[src/rtl/led_blink_bank.sv]
`timescale 1ns/1ps
// Multi-channel LED blinker / one-shot pulse generator with per-channel programmable half-period.
// Optional one-shot mode is compiled in when LED_BLINK_ONESHOT_EN is defined; otherwise mode 11 acts as off.
module led_blink_bank #(
  parameter int CH = 4,
  parameter int CNT_W = 26,
  parameter int DEFAULT_HALF = 25000000,
  localparam int CW = (CH > 1) ? $clog2(CH) : 1
) (
  input  logic             CLK50,
  input  logic             RST,
  input  logic             CFG_WE,
  input  logic [CW-1:0]    CFG_CH,
  input  logic [CNT_W-1:0] CFG_HALF,
  input  logic [1:0]       CFG_MODE,
  input  logic [CH-1:0]    START,
  output logic [CH-1:0]    LED,
  output logic [CH-1:0]    BUSY,
  output logic [CH-1:0]    WRAP
);

  typedef enum logic [1:0] {
    MODE_OFF     = 2'b00,
    MODE_ON      = 2'b01,
    MODE_BLINK   = 2'b10,
    MODE_ONESHOT = 2'b11
  } mode_t;

  localparam logic [CNT_W-1:0] ONE      = CNT_W'(1);
  localparam logic [CNT_W-1:0] DEF_HALF = CNT_W'(DEFAULT_HALF);
  localparam logic [CW:0]      CH_LIM   = (CW + 1)'(CH);

  logic             cfg_valid;
  logic [CNT_W-1:0] cfg_reload;

  assign cfg_valid  = CFG_WE && ({1'b0, CFG_CH} < CH_LIM);
  assign cfg_reload = (CFG_HALF == '0) ? '0 : CFG_HALF - ONE;

`ifndef LED_BLINK_ONESHOT_EN
  logic start_unused;
  assign start_unused = |START;
`endif

  genvar gi;
  generate
    for (gi = 0; gi < CH; gi++) begin : g_ch
      localparam logic [CW-1:0] IDX = CW'(gi);

      mode_t            mode_reg, mode_next;
      logic [CNT_W-1:0] half_reg, half_next;
      logic [CNT_W-1:0] cnt_reg, cnt_next;
      logic             led_reg, led_next;
      logic             busy_reg, busy_next;
      logic             wrap_reg, wrap_next;
      logic             hit;
      logic [CNT_W-1:0] reload;

      assign hit    = cfg_valid && (CFG_CH == IDX);
      // Half-period of zero behaves as one, so the reload value floors at zero.
      assign reload = (half_reg == '0) ? '0 : half_reg - ONE;

      always_comb begin
        mode_next = mode_reg;
        half_next = half_reg;
        cnt_next  = cnt_reg;
        led_next  = led_reg;
        busy_next = busy_reg;
        wrap_next = 1'b0;
        if (hit) begin
          mode_next = mode_t'(CFG_MODE);
          half_next = CFG_HALF;
          cnt_next  = cfg_reload;
          led_next  = 1'b0;
          busy_next = 1'b0;
        end else begin
          unique case (mode_reg)
            MODE_ON: begin
              led_next  = 1'b1;
              busy_next = 1'b0;
              cnt_next  = reload;
            end
            MODE_BLINK: begin
              busy_next = 1'b0;
              if (cnt_reg == '0) begin
                led_next  = ~led_reg;
                cnt_next  = reload;
                wrap_next = 1'b1;
              end else begin
                cnt_next = cnt_reg - ONE;
              end
            end
`ifdef LED_BLINK_ONESHOT_EN
            MODE_ONESHOT: begin
              // Non-retriggerable: START is only looked at while idle.
              if (busy_reg) begin
                if (cnt_reg == '0) begin
                  led_next  = 1'b0;
                  busy_next = 1'b0;
                  wrap_next = 1'b1;
                  cnt_next  = reload;
                end else begin
                  cnt_next = cnt_reg - ONE;
                end
              end else begin
                led_next  = START[gi];
                busy_next = START[gi];
                cnt_next  = reload;
              end
            end
`endif
            default: begin
              led_next  = 1'b0;
              busy_next = 1'b0;
              cnt_next  = reload;
            end
          endcase
        end
      end

      always_ff @(posedge CLK50) begin
        if (RST) begin
          mode_reg <= MODE_BLINK;
          half_reg <= DEF_HALF;
          cnt_reg  <= DEF_HALF - ONE;
          led_reg  <= 1'b0;
          busy_reg <= 1'b0;
          wrap_reg <= 1'b0;
        end else begin
          mode_reg <= mode_next;
          half_reg <= half_next;
          cnt_reg  <= cnt_next;
          led_reg  <= led_next;
          busy_reg <= busy_next;
          wrap_reg <= wrap_next;
        end
      end

      assign LED[gi]  = led_reg;
      assign BUSY[gi] = busy_reg;
      assign WRAP[gi] = wrap_reg;
    end
  endgenerate

endmodule
[config.mk]
export PLATFORM = sky130hd
export DESIGN_NAME = led_blink_bank
export DESIGN_NICKNAME = d
export VERILOG_FILES = /design/src/rtl/led_blink_bank.sv
export SDC_FILE = /design/constraint.sdc
export NUM_CORES = 1
export LEC_CHECK = 0
export CORE_ASPECT_RATIO = 0.9
export CORE_UTILIZATION = 62
export DETAILED_ROUTE_END_ITERATION = 10
export GPL_TIMING_DRIVEN = 0
export PLACE_DENSITY = 0.77
export SLEW_MARGIN = 5
export SYNTH_ARGS = -nofsm -noshare
export SYNTH_HDL_FRONTEND = slang
export SYNTH_SLANG_ARGS = --single-unit
[constraint.sdc]
create_clock -name CLK50 -period 4 [get_ports CLK50]
set_input_delay 0.4 -clock CLK50 [delete_from_list [all_inputs] [get_ports CLK50]]
set_output_delay 0.4 -clock CLK50 [all_outputs]
set_load 0.03 [all_outputs]
### After elaboration in Yosys (flattened, before gate mapping)

Cells that the tools add are included.

* flip-flop bits (word level): 224
* logic and storage cells: 103

* eq/ne operators: 15
* reduce and logical (&&, ||, !) cells: 22
* add/sub/neg operators: 9
* bitwise gates (word level): 8
* muxes and demuxes: 29

Operators by type and width (number)
* 26-bit 2-to-1 mux: 17
* 26-bit logical NOT: 9
* 26-bit by 1-bit subtractor with 26-bit output (second input constant): 9
* 2-bit == test (second input constant): 6
* 3-bit OR reduction: 4
* 2-bit by 1-bit == test with 1-bit output (second input constant): 5
* 1-bit 2-to-1 mux: 8
* 2-bit != test (second input constant): 4
* 1-bit NOT: 8
* 1-bit case mux with 2 select lines: 4
* 2-bit OR reduction: 4
* 1-bit logical AND: 4
* 2-bit logical NOT: 1

### Depth between registers and ports, before layout

* depth after elaboration: 5
* gate-level depth with buffers: 11
* gate-level depth less buffers: 8

### Worst setup path before layout

No wires, ideal clock.

* kind: register -> register
* start point: register g_ch[3].half_reg[0]
* end point: register g_ch[3].cnt_reg[24]
* arrival time: 2.762 ns
* period minus slack after synthesis: 2.896 ns
* setup time: 0.134 ns
* cell stages (with the launch flop): 11
* path slack: 1.104 ns
* cell sequence: dfxtp_1 > inv_1 > ha_1 > or4b_1 > buf_2 > or4b_1 > buf_6 > nor4_2 > mux2_1 > a2111oi_0 > a21oi_1

* cells in the longest elaborated chain, start to end: 5

Ends and longest elaborated chain
* start, declared: line 50 `logic [CNT_W-1:0] half_reg, half_next;`
* start signal, assigned: line 130 `half_reg <= half_next;`
* 26-bit by 1-bit subtractor with 26-bit output / 26-bit logical NOT (equally long branches): line 60 `assign reload = (half_reg == '0) ? '0 : half_reg - ONE;`
* 26-bit 2-to-1 mux *: line 60
* 26-bit 2-to-1 mux: line 84 `if (cnt_reg == '0) begin`
* 26-bit 2-to-1 mux *: line 76 `unique case (mode_reg)`
* 26-bit 2-to-1 mux *: line 69 `if (hit) begin`
* end signal, assigned: line 124 `cnt_reg <= DEF_HALF - ONE;`
* end signal, assigned: line 131 `cnt_reg <= cnt_next;`
* end, declared: line 51 `logic [CNT_W-1:0] cnt_reg, cnt_next;`

Every way passes the cells marked *; elsewhere a longest branch is shown, timed or not.
A chain may end at the register's enable or synchronous reset.

### Worst setup path in the final report

* start point: input port CFG_HALF[20]
* end point: register g_ch[1].cnt_reg[23]

* cells in the longest elaborated chain, start to end: 3

Ends and longest elaborated chain
* start, declared: line 14 `input logic [CNT_W-1:0] CFG_HALF,`
* 26-bit by 1-bit subtractor with 26-bit output / 26-bit logical NOT (equally long branches): line 37 `assign cfg_reload = (CFG_HALF == '0) ? '0 : CFG_HALF - ONE;`
* 26-bit 2-to-1 mux *: line 37
* 26-bit 2-to-1 mux *: line 69
* end signal, assigned: line 124
* end signal, assigned: line 131
* end, declared: line 51

Marked as above.

==> impl_metrics.ini <==
[pwr]
leakage_nw = 5.216
power_density_nw_per_um2 = 385.0
vdd_drop_max_mv = 0.3565

[clock_tree]
cts_tree = yes
cts_sinks = 224
numCtsBuffers = 24
clock_latency_ns = 0.53
cts_root_buf = clkbuf_16
cts_buffer_depth = 3
cts_hold_buf = 0
clkTransAtPathRegs_ns = 0.06
htreeDepth = 1
postCtsSetupRepairBufs = 0
cts_resized = 0

[synthesis]
syn-cell-area_um2 = 13320
ys_seq_elements = 224
async_flop_share = 0
synthCells = 1728
synth_seq_area_share = 0.3367
synth.distinct_cells = 72
synth_edf_count = 0
synthTopCellsByArea = dfxtp_1, nand2_1, xor2_1
syn_area_per_cell_um2 = 7.706
synth_top_cell_by_area = dfxtp_1
synth_top_area_share = 0.3367
synth_flop_cell = dfxtp_1
yosysWarnings = 0

[placement]
dpl.hpwl_um = 32610
io_buffers = 20
place.gp.congestion = 0.9795
pre_cts_ws_ns = -0.1306
dp_cells = 2037

[timing]
fin_ws_ns = 0.2083
tightest_slew_ns = 1.585
hold_viol_final = 0
fin_skew_ns = 0.01161
fmax_mhz = 263.7
finalSetupViolations = 0
grt_setup_unrepaired = false
maxSlewHeadroom = -0.06775
slew_violations = 5
fin_crit_sh = 0.9479
finalCriticalPeriod_ns = 3.792

[detailed_routing]
vias = 13640
vias_per_cell = 6.558
ant_nets = 0
routed_wl_um = 47530
dr.pass1.iters = 6
drc_errors = 0
drt-wirelength-per-cell_um = 22.86
drt_iter0_markers = 1999

[worst_hold_path]
worstHoldPathCells = 3
hp-start = CFG_HALF[10]
min_to = g_ch[1].half_reg[10]
holdCritPathClass = input port to flop

[global_route]
first_global_vias = 12430
grt_max_degree = 13
overflow = 0
track_usage = 0.4314
antenna_found_initial = 0
grt_pass1_wl_um = 71780

[setup_path]
path_class = input port to flop
r2r-end = g_ch[0].cnt_reg[23]
critical_path.max_stage_delay_ns = 0.90
timing.rr.start = g_ch[0].cnt_reg[0]
worstPathCellList = clkdlybuf4s50_1 -> nor4_1 -> nand4_1 -> nor4_2 -> nor2_1 -> mux2i_1 -> a221oi_1
critical-path-slowest-cell = mux2i_1
crit_required_ns = 4.34
crit_arrival_ns = 4.13
cp_num_buf_inv = 1
crit_path_max_fanout = 9
ff2ff_setup_slack_ns = 0.72
r2r.worst_path.cells = 9
end_kind = flop
crit_family = simple AND/OR/NAND/NOR gates
start_kind = input port

[floorplanning]
initial_core_util = 0.6354
io_pins = 49
die_area_um2 = 22070
core.rowCount = 50
dieHeight_um = 141.0
core_area_um2 = 20960
die_w_um = 156.5

[finish]
nNetsFinal = 1832
multi_input_area_um2 = 8148
regArea_um2 = 4484
drive_above_1_share = 0.05912
fin_util = 0.6987
fillers = 1781
fin_cells = 2079
diodes = 0
area_delta_synth_final_pct = 9.969

[outcome]
violations = max-capacitance violations, max-slew violations
outcome = finished with violations

[run]
max-cap-violations = 1
## power by group
part	leakage, nW	switching [mW]	total (mW)	internal [mW]
logic	3.01	0.588	0.896	0.308
registers	1.84	0.155	2.53	2.37
clock network	0.371	0.934	2.22	1.28
## worst min-delay path, cell delays in order
cell and delay [ns]:
buf_2 0.21, nand2_1 0.09, a21oi_1 0.05
## Yosys cell counts (all sizes together) (5+ instances only)
master,instances
nand2b,13
a221oi,43
xnor2,59
clkbuf,79
nand4b,6
or2,6
nand4,17
nor3b,5
nand3,76
a22oi,34
or4b,6
nor3,98
xor2,107
o211ai,8
inv,36
o21ai,42
or4,30
ha,18
a211oi,16
mux2i,9
dfxtp,224
nand3b,10
a211o,7
or3,26
buf,42
o21a,7
o31ai,10
a21oi,127
nor2,116
nor4,60
nor2b,9
nor4b,7
o22ai,13
mux2,8
nand2,310
## metrics by stage
step | TNS (ns) | area, µm² | hold slack, ns | power, mW
floorplan | 0 | 13330 | 0.4458 | 3.115
global placement | -0.2879 | 13890 | 0.4591 | 3.397
detailed placement | -0.3442 | 13890 | 0.4765 | 3.418
CTS | 0 | 14640 | 0.2595 | 5.585
global route | 0 | 14640 | 0.2665 | 5.787
finish | 0 | 14640 | 0.2748 | 5.638
## logic make-up after synthesis
kind of cell / count (synthesis) / share of synthesized area
AOI/OAI and AO/OA: 342 / 0.1734
xor gates and xnor gates: 166 / 0.1092
adders and majority gates: 18 / 0.01691
buffers and inverters: 158 / 0.05224
DFF: 224 / 0.3367
muxes: 17 / 0.01353
other: 1 / 0.0002816
and+or+nand+nor: 802 / 0.2977
## how the worst max path moves through the flow
stage / from / end / slack (ns) / cells past startpoint
after floorplan: g_ch[3].half_reg[0] / g_ch[3].cnt_reg[24] / 1.10 / 10
after detailed placement: CFG_HALF[12] / g_ch[1].cnt_reg[23] / -0.13 / 7
final: CFG_HALF[20] / g_ch[1].cnt_reg[23] / 0.21 / 7
after CTS: CFG_HALF[20] / g_ch[1].cnt_reg[23] / 0.41 / 7
after global routing: CFG_HALF[20] / g_ch[1].cnt_reg[23] / 0.03 / 7
after global placement: CFG_HALF[20] / g_ch[1].cnt_reg[23] / -0.09 / 7
## final cells by class
class	instances	area share
inverter	37	0.009484
sequential	224	0.3062
tap	286	0.02444
multi-input combinational	1349	0.5564
clock buffer	39	0.04904
timing repair buffer	20	0.01367
clock inverter	3	0.002734
buffer	121	0.03802
## routing by layer
layer,vias up,global-route usage,part of all wire
li1,6283,-,-
met5,-,0,0
met2,867,0.6236,0.41
met3,194,0.1101,0.12
met1,6291,0.5640,0.40
met4,0,0.2910,0.072
## cells in the final DEF, fill, tap and decap left out, types with 10 or more instances in the layout
cell type and instances:
nand2_1 310, dfxtp_1 224, a21oi_1 127, nor2_1 113
xor2_1 107, nor3_1 96, clkbuf_1 89, nand3_1 76
xnor2_1 59, nor4_1 53, o21ai_0 41, inv_1 36
a22oi_1 34, a221oi_1 33, or4_1 29, or3_1 25
clkbuf_16 25, clkdlybuf4s50_1 20, ha_1 18, nand4_1 17
buf_2 16, a211oi_1 16, o22ai_1 13, nand2b_1 13
buf_4 12, nand3b_1 10, a221oi_2 10, o31ai_1 10
(Power assumes the default switching activity.)
